==> config.mk <==
export PLATFORM = sky130hd
export DESIGN_NAME = surf_cout_tx_framer
export DESIGN_NICKNAME = d
export VERILOG_FILES = /design/src/rtl/surf_cout_tx_framer.sv
export SDC_FILE = /design/constraint.sdc
export NUM_CORES = 1
export LEC_CHECK = 0
export BUFFER_PORTS_ARGS = -buffer_cell sky130_fd_sc_hd__buf_2
export CORE_MARGIN = 8
export CORE_UTILIZATION = 56
export CTS_BUF_LIST = sky130_fd_sc_hd__clkbuf_8
export CTS_CLUSTER_DIAMETER = 40
export DETAILED_ROUTE_END_ITERATION = 12
export HOLD_SLACK_MARGIN = 0.02
export PLACE_DENSITY = 0.92
export SETUP_SLACK_MARGIN = 0.15
export SLEW_MARGIN = 10
export SYNTH_ARGS = -nofsm -noshare
export SYNTH_HDL_FRONTEND = slang
export SYNTH_SLANG_ARGS = --single-unit
==> constraint.sdc <==
create_clock -name sysclk_i -period 2.9 [get_ports sysclk_i]
set_input_delay 0.435 -clock sysclk_i [delete_from_list [all_inputs] [get_ports sysclk_i]]
set_output_delay 0.435 -clock sysclk_i [all_outputs]
set_load 0.05 [all_outputs]
==> src/rtl/surf_cout_tx_framer.sv <==
// surf_cout_tx_framer: SURF-side COUT/DOUT transmit framer (sysclk domain).
// COUT carries framed 32-bit response words as nibbles; DOUT carries fixed-length
// byte packets. Both channels send bitslip training patterns while train_i is high.
// Optional feature macro: SURF_COUT_TX_PARITY_EN adds a trailing XOR-parity nibble
// to every COUT frame.
module surf_cout_tx_framer #(
    parameter int DOUT_LEN = 16
) (
    input  logic        sysclk_i,
    input  logic        rst_n_i,
    input  logic        train_i,
    input  logic [31:0] resp_dat_i,
    input  logic        resp_valid_i,
    output logic        resp_ready_o,
    input  logic [7:0]  dout_dat_i,
    input  logic        dout_valid_i,
    output logic        dout_ready_o,
    output logic [3:0]  cout_o,
    output logic [7:0]  dout_o,
    output logic        err_underflow_o
);

    localparam logic [3:0] COUT_TRAIN = 4'h6;
    localparam logic [3:0] COUT_START = 4'h8;
    localparam logic [7:0] DOUT_TRAIN = 8'h6A;
    localparam logic [7:0] DOUT_SOF   = 8'hBC;
    localparam logic [7:0] DOUT_LEN8  = 8'(DOUT_LEN);

`ifdef SURF_COUT_TX_PARITY_EN
    typedef enum logic [2:0] {C_TRAIN, C_IDLE, C_START, C_DATA, C_PAR} cstate_t;
`else
    typedef enum logic [2:0] {C_TRAIN, C_IDLE, C_START, C_DATA} cstate_t;
`endif
    typedef enum logic [1:0] {D_TRAIN, D_IDLE, D_SOF, D_DATA} dstate_t;

    cstate_t     cst_q, cst_d;
    dstate_t     dst_q, dst_d;
    logic [3:0]  cout_q, cout_d;
    logic [3:0]  nib_q, nib_d;       // number of data nibbles already on the wire
    logic [31:0] word_q, word_d;     // captured word, shifted left as nibbles go out
    logic [7:0]  dout_q, dout_d;
    logic [7:0]  cnt_q, cnt_d;       // data bytes left including the one on the wire
    logic        err_q, err_d;
`ifdef SURF_COUT_TX_PARITY_EN
    logic [3:0]  par_q, par_d;       // running XOR of the nibbles sent so far
`endif

    assign resp_ready_o    = (cst_q == C_IDLE) && !train_i;
    assign dout_ready_o    = (dst_q == D_SOF) || ((dst_q == D_DATA) && (cnt_q > 8'd1));
    assign cout_o          = cout_q;
    assign dout_o          = dout_q;
    assign err_underflow_o = err_q;

    // COUT next state: the state register always names the nibble currently on cout_o
    always_comb begin
        cst_d  = cst_q;
        cout_d = cout_q;
        nib_d  = nib_q;
        word_d = word_q;
`ifdef SURF_COUT_TX_PARITY_EN
        par_d  = par_q;
`endif
        case (cst_q)
            C_TRAIN: begin
                if (!train_i) begin
                    cst_d  = C_IDLE;
                    cout_d = 4'h0;
                end else begin
                    cout_d = COUT_TRAIN;
                end
            end
            C_IDLE: begin
                if (train_i) begin
                    cst_d  = C_TRAIN;
                    cout_d = COUT_TRAIN;
                end else if (resp_valid_i) begin
                    cst_d  = C_START;
                    cout_d = COUT_START;
                    word_d = resp_dat_i;
`ifdef SURF_COUT_TX_PARITY_EN
                    par_d  = 4'h0;
`endif
                end else begin
                    cout_d = 4'h0;
                end
            end
            C_START: begin
                cst_d  = C_DATA;
                cout_d = word_q[31:28];
                word_d = {word_q[27:0], 4'h0};
                nib_d  = 4'd1;
`ifdef SURF_COUT_TX_PARITY_EN
                par_d  = par_q ^ word_q[31:28];
`endif
            end
            C_DATA: begin
                if (nib_q == 4'd8) begin
`ifdef SURF_COUT_TX_PARITY_EN
                    cst_d  = C_PAR;
                    cout_d = par_q;
`else
                    cst_d  = C_IDLE;
                    cout_d = 4'h0;
`endif
                end else begin
                    cout_d = word_q[31:28];
                    word_d = {word_q[27:0], 4'h0};
                    nib_d  = nib_q + 4'd1;
`ifdef SURF_COUT_TX_PARITY_EN
                    par_d  = par_q ^ word_q[31:28];
`endif
                end
            end
`ifdef SURF_COUT_TX_PARITY_EN
            C_PAR: begin
                cst_d  = C_IDLE;
                cout_d = 4'h0;
            end
`endif
            default: begin
                cst_d  = C_TRAIN;
                cout_d = COUT_TRAIN;
            end
        endcase
    end

    // DOUT next state: SOF loads the length; each data cycle places a byte or a 0x00 filler
    always_comb begin
        dst_d  = dst_q;
        dout_d = dout_q;
        cnt_d  = cnt_q;
        err_d  = err_q;
        case (dst_q)
            D_TRAIN: begin
                if (!train_i) begin
                    dst_d  = D_IDLE;
                    dout_d = 8'h00;
                end else begin
                    dout_d = DOUT_TRAIN;
                end
            end
            D_IDLE: begin
                if (train_i) begin
                    dst_d  = D_TRAIN;
                    dout_d = DOUT_TRAIN;
                    err_d  = 1'b0;
                end else if (dout_valid_i) begin
                    dst_d  = D_SOF;
                    dout_d = DOUT_SOF;
                end else begin
                    dout_d = 8'h00;
                end
            end
            D_SOF: begin
                dst_d  = D_DATA;
                cnt_d  = DOUT_LEN8;
                dout_d = dout_valid_i ? dout_dat_i : 8'h00;
                if (!dout_valid_i) err_d = 1'b1;
            end
            D_DATA: begin
                cnt_d = cnt_q - 8'd1;
                if (cnt_q == 8'd1) begin
                    dst_d  = D_IDLE;
                    dout_d = 8'h00;
                end else begin
                    dout_d = dout_valid_i ? dout_dat_i : 8'h00;
                    if (!dout_valid_i) err_d = 1'b1;
                end
            end
            default: begin
                dst_d  = D_TRAIN;
                dout_d = DOUT_TRAIN;
            end
        endcase
    end

    // Control and output registers; reset forces training symbols immediately
    always_ff @(posedge sysclk_i or negedge rst_n_i) begin
        if (!rst_n_i) begin
            cst_q  <= C_TRAIN;
            dst_q  <= D_TRAIN;
            cout_q <= COUT_TRAIN;
            dout_q <= DOUT_TRAIN;
            nib_q  <= 4'd0;
            cnt_q  <= 8'd0;
            err_q  <= 1'b0;
        end else begin
            cst_q  <= cst_d;
            dst_q  <= dst_d;
            cout_q <= cout_d;
            dout_q <= dout_d;
            nib_q  <= nib_d;
            cnt_q  <= cnt_d;
            err_q  <= err_d;
        end
    end

    // Payload registers need no reset: they are always loaded before being sent
    always_ff @(posedge sysclk_i) begin
        word_q <= word_d;
`ifdef SURF_COUT_TX_PARITY_EN
        par_q  <= par_d;
`endif
    end

endmodule

==> metrics <==
Placer Congestion=0.840; Comb power frac=0.376; Initial DRC Count=122; crit start category=register; clk slew on worst S/H paths=0.06 ns; Power Density=1150 nW/um2; CP peak stage delay=0.42 ns; Worst Setup End Kind=output port; WHS=0.126 ns; # Post-CTS Setup Buffers=0; Final WS setup=0.786 ns; CP bufs+invs=2; Clk pwr share=0.184; die height=86.0 um; # Max-Cap Violations=0; Critical Path RT=2.47 ns; sequential share of power=0.440; Leak=1.48 nW; die width=86.0 um; Top Family by Delay on Critical Path=flip-flops; placed insts=329; Int Pwr=0.00241 W; largest net degree at the start of global routing=33; post-synth top area share=0.350; Filler cells=319; Max clock buf depth=2; Die ar.=7400 um2; Final HPWL DP=4.02 mm; antenna violations before repair=0; setup TNS=0 ns; num rows=25; fin crit period=2.11 ns; area of the core=4720 um2; ANT cells=0; Vias/cell=5.40; # setup viols final=0; CTS root buf=clkbuf_8; outcome=completed; pre-CTS WS=0.988 ns; synthesized area per cell=13.3 um2; Hold Vio Cnt, Final=0; DR WL/cell=16.3 um; fin nets=328; count leader, synth=edfxtp_1; Arrival @ worst endpoint=1.68 ns; switching share of total power=0.366; synthesis-to-layout area growth=20.6%; ys flop type=edfxtp_1; Synth top cells by count=edfxtp_1 (32), mux2_2 (28), dfrtp_1 (23); RSZ-0062 raised after global routing=false; Post-route DRC=0; number of iterations in the first detailed-routing pass=4; total congestion overflow=0; H-tree Lvls=3; layout cell share with drive strength beyond 1=0.421; Num CTS Buffers=9; Synth async-reset ratio=0.475; I/O Pins=60; Critical-path top delay cell=dfrtp_1; Psw=0.00139 W; routed wire length=5.62 mm; Most Crowded Layer GR=met2; gr usage total=0.159; CP cell instances=inv_1, ha_1, a21o_1, buf_2; Tightest Pin Transition=0.644 ns; register bit total from synthesis=61; worst skew pair latency=0.33 ns; CTS Hold Bufs=0; Post-Syn Area=2750 um2; Synth cell types=41; area leader, netlist=edfxtp_1; post-cts sizing count=0; global routing usage on met1=0.179; Slew HR=0.570; crit-path max FO=10; register area share after synthesis=0.617; number of synthesized flops with an enable pin=32; Peak Freq=473 MHz; vias in the first global route=1,907; Peak supply drop=591 uV; HP Class=in2async; final worst-path cycle share=0.729; Vias=1,863; Syn Inst Count=207; Slew Viols, Final=0; Final Skew=0.00929 ns; clk sinks=61; met3 Use GR=0.0697; remaining antenna violation count after routing=0; ranking of synthesized cells by area=edfxtp_1 (35%), dfrtp_1 (21%), mux2_2 (11%); post-layout util=0.701; met2 usage=0.254; syn nets=262; YS warnings=0; first-pass GRT wire length=8.87 mm; final non-filler cell total=345; # port buffers=59; CP Class=reg2out; initial core utilization=0.581; CTS tree=yes
per-layer routing:
| metal | wire length, um | share of wire | vias to the layer above |
|---|---|---|---|
| met5 | 0 | 0 | - |
| li1 | - | - | 888 |
| met3 | 537 | 0.096 | 14 |
| met1 | 2320 | 0.41 | 879 |
| met4 | 108 | 0.019 | 0 |
| met2 | 2650 | 0.47 | 82 |
layout by cell type (no fill, tap or decap), types with 2 or more instances in the layout:
cell type | netlist | final
nor3_2 | 1 | 2
o21ai_0 | 12 | 12
a31o_2 | 2 | 2
nand2b_1 | 2 | 2
mux2_2 | 28 | 28
nand2_1 | 15 | 15
buf_2 | 2 | 59
a21o_1 | 3 | 3
nor3_1 | 9 | 8
clkbuf_8 | 0 | 13
dfrtp_1 | 23 | 23
nor2_1 | 9 | 9
o22ai_1 | 2 | 2
o21a_1 | 2 | 2
a21oi_1 | 5 | 5
nand3_1 | 3 | 3
edfxtp_1 | 32 | 32
ha_1 | 10 | 10
inv_1 | 8 | 10
dfstp_2 | 6 | 6
and3_1 | 2 | 2
mux2i_1 | 3 | 3
buf_4 | 0 | 2
nor2b_1 | 7 | 7
state kept, by name, summed over array words and instances, names as in the netlist:
| register | flops |
|---|---|
| word_q | 32 |
| cnt_q | 8 |
| dout_o | 8 |
| cout_o | 4 |
| nib_q | 4 |
| cst_q | 2 |
| dst_q | 2 |
| err_underflow_o | 1 |
worst register-to-register path, cell delays in order (launching register included):
cell and delay (ns):
dfrtp_1 0.72, o21ai_0 0.33, nand2_1 0.12, buf_4 0.37
power groups by stage:
stage               combinational, W  clock (W)  sequential, W
floorplan                   0.000898          0        0.00186
global placement             0.00135          0        0.00166
detailed placement           0.00143          0        0.00169
CTS                          0.00144   0.000712        0.00168
global route                 0.00156   0.000752        0.00173
finish                       0.00143   0.000700        0.00167
metrics by stage:
stage | instance area (um2) | power (W)
5_1_grt | 3310 | 0.00404
4_1_cts | 3310 | 0.00383
3_3_place_gp | 3120 | 0.00301
2_1_floorplan | 2750 | 0.00276
3_5_place_dp | 3120 | 0.00311
6_report | 3310 | 0.00381
final timing paths:
kind                       slack [ns]     startpoint      endpoint  depth (start not counted)
setup / recovery                 0.79       dst_q[0]  dout_ready_o                          4
hold / removal                   0.13        rst_n_i      cnt_q[5]                          1
setup reg to reg                 1.00       cst_q[1]     word_q[8]                          3
hold reg to reg                  0.47     word_q[29]     cout_o[1]                          1
max in group asynchronous        2.36        rst_n_i     cout_o[3]                          1
min in group sysclk_i            0.34  dout_dat_i[6]     dout_o[6]                          2
cells by family after synthesis:
| group | Yosys count | share of synthesized area |
|---|---|---|
| buffers and inverters | 14 | 0.0201 |
| AO/OA/AOI/OAI | 33 | 0.0784 |
| XOR/XNOR | 2 | 0.00638 |
| adder cells (fa/ha/maj) | 10 | 0.0456 |
| flip-flops | 61 | 0.617 |
| AND/OR/NAND/NOR | 56 | 0.107 |
| multiplexers | 31 | 0.126 |
layout make-up:
cell class	count	area (um2)	share of cell area
Sequential cell	61	1690	0.512
Tap cell	67	83.8	0.0253
Inverter	8	30.0	0.00907
Multi-Input combinational cell	132	1000	0.302
Clock buffer	13	179	0.0540
Timing Repair Buffer	61	310	0.0937
Clock inverter	3	12.5	0.00378
(Power assumes the default switching activity.)
